File: config.mk
export PLATFORM = sky130hd
export DESIGN_NAME = restoring_divider
export DESIGN_NICKNAME = d
export VERILOG_FILES = /design/src/rtl/restoring_divider.sv
export SDC_FILE = /design/constraint.sdc
export NUM_CORES = 1
export LEC_CHECK = 0
export ABC_CLOCK_PERIOD_IN_PS = 4300
export CAP_MARGIN = 20
export CELL_PAD_IN_SITES_DETAIL_PLACEMENT = 1
export CELL_PAD_IN_SITES_GLOBAL_PLACEMENT = 1
export CORE_ASPECT_RATIO = 1.5
export CORE_MARGIN = 2
export CORE_UTILIZATION = 44
export CTS_CLUSTER_DIAMETER = 30
export DETAILED_ROUTE_END_ITERATION = 16
export GPL_ROUTABILITY_DRIVEN = 0
export PLACE_DENSITY_LB_ADDON = 0.1
export SYNTH_ARGS = -nofsm -noshare
export SYNTH_HDL_FRONTEND = slang
export SYNTH_SLANG_ARGS = --single-unit
File: constraint.sdc
create_clock -name clk -period 4.3 [get_ports clk]
set_input_delay 1.075 -clock clk [delete_from_list [all_inputs] [get_ports clk]]
set_output_delay 1.075 -clock clk [all_outputs]
set_load 0.01 [all_outputs]
File: src/rtl/restoring_divider.sv
// Sequential restoring divider: 2N-bit dividend by N-bit divisor, one quotient bit per clock,
// with a start/busy/done handshake and an overflow/divide-by-zero flag.
module restoring_divider #(
  parameter int N = 4
) (
  input  logic           clk,
  input  logic           rst_n,
  input  logic           start,
  input  logic [2*N-1:0] p,
  input  logic [N-1:0]   b,
  output logic [N-1:0]   q,
  output logic [N-1:0]   r,
  output logic           ovf,
  output logic           busy,
  output logic           done
);

  localparam int CW = $clog2(N + 1);

  typedef enum logic [1:0] {
    S_IDLE = 2'd0,
    S_RUN  = 2'd1,
    S_DONE = 2'd2
  } state_t;

  state_t          r_state;
  logic [N-1:0]    r_rem;
  logic [N-1:0]    r_sr;
  logic [N-1:0]    r_quo;
  logic [N-1:0]    r_b;
  logic [CW-1:0]   r_cnt;

  logic [N:0]      w_t;
  logic [N:0]      w_diff;
  logic            w_ge;
  logic            w_ovf;
  logic [N-1:0]    w_rem_nxt;
  logic [N-1:0]    w_quo_nxt;

  // Partial remainder widened by the next dividend bit; rem < b keeps it below 2b.
  assign w_t    = {r_rem, r_sr[N-1]};
  assign w_diff = w_t - {1'b0, r_b};
  assign w_ge   = (w_t >= {1'b0, r_b});
  assign w_ovf  = (p[2*N-1:N] >= b);

  // One restoring step: subtract when it fits, otherwise keep the shifted remainder.
  always_comb begin
    w_rem_nxt = w_t[N-1:0];
    w_quo_nxt = {r_quo[N-2:0], 1'b0};
    if (w_ge) begin
      w_rem_nxt = w_diff[N-1:0];
      w_quo_nxt = {r_quo[N-2:0], 1'b1};
    end else begin
      w_rem_nxt = w_t[N-1:0];
      w_quo_nxt = {r_quo[N-2:0], 1'b0};
    end
  end

  // Control FSM with registered handshake and result outputs.
  always_ff @(posedge clk or negedge rst_n) begin
    if (!rst_n) begin
      r_state <= S_IDLE;
      r_rem   <= '0;
      r_sr    <= '0;
      r_quo   <= '0;
      r_b     <= '0;
      r_cnt   <= '0;
      q       <= '0;
      r       <= '0;
      ovf     <= 1'b0;
      busy    <= 1'b0;
      done    <= 1'b0;
    end else begin
      case (r_state)
        S_IDLE: begin
          busy <= 1'b0;
          done <= 1'b0;
          if (start) begin
            r_b <= b;
            if (w_ovf) begin
              q       <= '1;
              r       <= '0;
              ovf     <= 1'b1;
              done    <= 1'b1;
              r_state <= S_DONE;
            end else begin
              r_rem   <= p[2*N-1:N];
              r_sr    <= p[N-1:0];
              r_quo   <= '0;
              r_cnt   <= CW'(N);
              busy    <= 1'b1;
              r_state <= S_RUN;
            end
          end else begin
            r_state <= S_IDLE;
          end
        end
        S_RUN: begin
          r_rem <= w_rem_nxt;
          r_sr  <= {r_sr[N-2:0], 1'b0};
          r_quo <= w_quo_nxt;
          r_cnt <= r_cnt - CW'(1);
          // Results are published only at completion so q/r/ovf hold between operations.
          if (r_cnt == CW'(1)) begin
            q       <= w_quo_nxt;
            r       <= w_rem_nxt;
            ovf     <= 1'b0;
            busy    <= 1'b0;
            done    <= 1'b1;
            r_state <= S_DONE;
          end else begin
            r_state <= S_RUN;
          end
        end
        S_DONE: begin
          busy    <= 1'b0;
          done    <= 1'b0;
          r_state <= S_IDLE;
        end
        default: begin
          busy    <= 1'b0;
          done    <= 1'b0;
          r_state <= S_IDLE;
        end
      endcase
    end
  end

endmodule

## After elaboration in Yosys (flattened, before gate mapping)

Cells that the tools add are included.

| word-level totals | value |
|---|---|
| flip-flop bits (word level) | 31 |
| bits in latches | 0 |
| memory bits (writable) | 0 |
| bits in read-only memories | 0 |
| bits of input ports | 15 |
| output and inout port bits | 11 |
| word-level logic and storage cells | 63 |
| memories | 0 |

| operators by class | value |
|---|---|
| add/subtract/negate cells | 2 |
| multipliers | 0 |
| divide/modulo/power cells | 0 |
| magnitude comparators | 2 |
| eq/ne operators | 6 |
| shift operators | 0 |
| mux-type cells | 37 |
| bitwise logic cells | 0 |
| reductions and logical operators | 5 |

Operators by type and width:

| kind | count |
|---|---|
| 2-to-1 mux 4 bit | 11 |
| case mux 4 bit (2 select lines) | 4 |
| 2-to-1 mux 3 bit | 4 |
| case mux 3 bit (2 select lines) | 2 |
| 2-to-1 mux 1 bit | 9 |
| != test 2 bit, second input constant | 4 |
| 2-to-1 mux 2 bit | 3 |
| case mux 1 bit (2 select lines) | 3 |
| greater-or-equal comparator 5 x 4 -> 1 bit | 1 |
| greater-or-equal comparator 4 bit | 1 |
| case mux 2 bit (2 select lines) | 1 |
| AND reduction 4 bit | 1 |
| subtractor 4 bit | 1 |
| == test 3 x 1 -> 1 bit, second input constant | 1 |
| AND reduction 3 bit | 1 |
| subtractor 3 x 1 -> 3 bit, second input constant | 1 |
| == test 2 x 1 -> 1 bit, second input constant | 1 |
| zero test 2 bit | 1 |
| AND reduction 2 bit | 1 |
| nonzero test 2 bit | 1 |

## Longest topological paths before layout

| depth | value |
|---|---|
| word-level depth | 4 |
| gate-level depth with buffers | 8 |
| gate-level depth less buffers | 7 |

## Worst setup path before layout

No wires, ideal clock.

| path | value |
|---|---|
| path type | input to register |
| start point | input b[2] |
| end point | register r[3] |
| setup time | 125 ps |
| arrival time | 2272 ps |
| required time | 4175 ps |
| path slack | 1903 ps |
| cell stages on the path | 7 |
| path buffers | 0 |
| path through | inv_1 ha_1 nand2_1 o21ai_2 a21oi_2 o21ai_4 mux2_2 |

| on the way | value |
|---|---|
| longest elaborated chain between the ends | 3 |

Ends and longest elaborated chain:

| element | line | source |
|---|---|---|
| start: declaration | 10 | `input logic [N-1:0] b,` |
| greater-or-equal comparator 4 bit | 44 | `assign w_ovf = (p[2*N-1:N] >= b);` |
| != test 2 bit (no source line) | n/a |  |
| AND reduction 4 bit (no source line) | n/a |  |
| end signal: assignment | 106 | `r <= w_rem_nxt;` |
| end: declaration | 12 | `output logic [N-1:0] r,` |

Every way passes these cells.
A chain may end at the register's enable or synchronous reset.

## Worst setup path after layout

| path | value |
|---|---|
| start point | input b[2] |
| end point | register r_rem[3] |

| on the way | value |
|---|---|
| longest elaborated chain between the ends | 3 |

Ends and longest elaborated chain:

| element | line | source |
|---|---|---|
| greater-or-equal comparator 4 bit | 44 |  |
| != test 2 bit (no source line) | n/a |  |
| AND reduction 3 bit (no source line) | n/a |  |
| end signal: assignment | 87 | `r_rem <= p[2*N-1:N];` |
| end signal: assignment | 99 | `r_rem <= w_rem_nxt;` |
| end: declaration | 27 | `logic [N-1:0] r_rem;` |

Every way passes these cells.

==> run metrics <==
status complete, no violations; EDFF count, synth 0; # diodes 0; unrepaired setup endpoints after global routing false; Hold Crit Class flip-flop to flip-flop; initial antenna violation count 0; Leak 0.000921 µW; CTS sink count 31; Clock Latency Late Sink 0.27 ns; Period Utilization, post-route 72.4%; final hold violations 0; CP max stage delay 0.68 ns; clk buf depth 2; top cells by area, synth dfrtp_1 47%, ha_1 7.6%, nand2_1 5.2%; Worst setup EP type flip-flop; post-CTS setup buffers 0; DRC 0; GRT overflow 0; CTS tree yes; required time of the worst setup path 4.45 ns; ys async rst share 100%; Seq/Total Area, Yosys 47.1%; final setup fails 0; Crit Path Max Fanout 12; FMAX 321 MHz; WP data arrival 3.26 ns; XOR/XNOR Fraction of Synth Area 1.06%; PD cells 795 nW/µm²; Die Width 53.9 µm; layout cell share with drive strength beyond 1 12.5%; largest net degree at the start of global routing 32; H-tree depth 2; mux cell area share after synthesis 3.73%; FILL cells 407; Post-Syn Area per Cell 10.0 µm²; Overall Global Routing Usage 20.8%; fin crit period 3.12 ns; Port Buf Inserts 25; most common cell after layout, fill and taps aside dfrtp_1; Layout area overhead 22.2%; Die ar. 4250 µm²; TritonCTS Buffers 5; Most used DFF post-synth dfrtp_1; worst vdd ir 0.383 mV; Iteration-0 DRC Markers 11; max cap viols 0; Setup CP Type input port to flip-flop; vias in the first global route 1,385; die height 78.9 µm; placed cells 227; fin nets 217; sum of negative setup slack 0 ns; Max stage delay cell, worst path a211oi_2; synthesized-area fraction occupied by adder cells 8.82%; worst clock skew 0.00636 ns; clk root buf clkbuf_8; Yosys top cell by area dfrtp_1; Worst-Margin Slew 0.755 ns; Routed Antenna Nets 0; most frequent cells in the layout 31 x dfrtp_1, 25 x clkdlybuf4s50_1, 23 x nand2_1; synthesized area 1650 µm²; hpwl dp 2980 µm; Place WS 0.893 ns; hold buffers post-CTS 0; Placeable Area 3610 µm²; fin cells 235; simple-gate share of the synthesized area 13.8%; setup ws final 1.18 ns; Syn Inst Count 164; net count after synthesis 190; FF+latch count, synth 31; Synth warnings 0; total number of vias 1,267; Synth cell types 44; wire per inst 16.3 µm; Initial Utilization 45.5%; max-slew violations 0; CTS resizes 0; Tot Pwr 1600 µW; Slew headroom 49.6%; cells along the critical path clkdlybuf4s50_1 > inv_1 > ha_1 > a21oi_1 > o21ai_2 > a211oi_2 > nor2_1 > a221o_1; Worst-path clk slew 0.06 ns; Startpoint Class input port; first-pass GRT wire length 6530 µm; combinational family with the most area after synthesis compound AO/OA/AOI/OAI gates; Synth Area in Compound Gates 20.2%; vias per cell 5.39; post-layout util 55.6%; drt pass-1 iters 4; top cell type's share of synthesized area 47.1%; WL final 3840 µm; num ports 26; Row Count 27
-- power breakdown --
part	internal, µW	total [µW]	switching, µW
registers	425	507	82.7
logic	398	876	478
clock network	113	215	102
total	937	1600	662
-- logic make-up after synthesis --
logic type | after synthesis
XOR/XNOR | 2
AND/OR/NAND/NOR | 49
multiplexers | 5
adder cells (fa/ha/maj) | 11
buffers and inverters | 22
flip-flops | 31
AO/OA/AOI/OAI | 44
-- sequential cells by signal, indices dropped and copies added, names as in the netlist --
name,count
r_sr,4
r_state,2
r_quo,3
r_rem,4
done,1
q,4
ovf,1
busy,1
r_b,4
r,4
r_cnt,3
-- stage by stage --
stage	area (µm²)	hold WS, ns
2_1_floorplan	1650	0.447
3_3_place_gp	1930	0.461
3_5_place_dp	1930	0.475
4_1_cts	2010	0.498
5_1_grt	2010	0.515
6_report	2010	0.494
-- worst paths after layout --
path	from	end	slack, ns	cells past startpoint
worst max-delay path	b[2]	r_rem[3]	1.18	8
worst min-delay path	r_state[1]	done	0.49	1
worst max register to register	r_rem[1]	r[2]	2.15	6
worst min register to register	r_state[1]	done	0.49	1
max in group asynchronous	rst_n	r_quo[1]	2.81	2
min in group asynchronous	rst_n	r[3]	1.20	2
-- routing by layer --
metal | up-vias | GRT usage (%) | part of all wire (%)
li1 | 614 | - | -
met5 | - | 0 | 0
met3 | 2 | 3.01 | 2.0
met1 | 632 | 24.4 | 42
met2 | 19 | 38.2 | 56
met4 | 0 | 4.62 | 0.52
-- critical path, delay by kind of cell --
| kind | cells | cell delay (ns) |
|---|---|---|
| compound gates | 4 | 1.27 |
| simple gates | 1 | 0.08 |
| buf+inv | 2 | 0.53 |
| fa+ha+maj | 1 | 0.31 |
-- final cells by class --
class	count	area, µm²	share of cell area, %
multi-input cells	111	782	38.9
flip-flops and latches	31	776	38.6
repair buffers	26	258	12.8
clock buffers	7	76.3	3.80
inverters	16	60.1	2.99
well taps	43	53.8	2.68
clock inverters	1	5.00	0.249
-- synth_stat cells (2+ instances only) --
master and instances:
inv_1 16, o21ai_2 2, a22oi_2 3, nor2_1 9, clkbuf_1 3, o22ai_1 3, a211o_1 2, o21ai_0 8
nand2_2 2, a21oi_2 2, a21oi_1 10, o22a_1 2, mux2_4 2, o21ai_1 2, nand2_1 23, dfrtp_1 31
nand3_1 4, nor2b_1 3, o21a_1 2, ha_1 10, mux2i_1 2
Note: power is estimated with default switching activity, not from simulation.
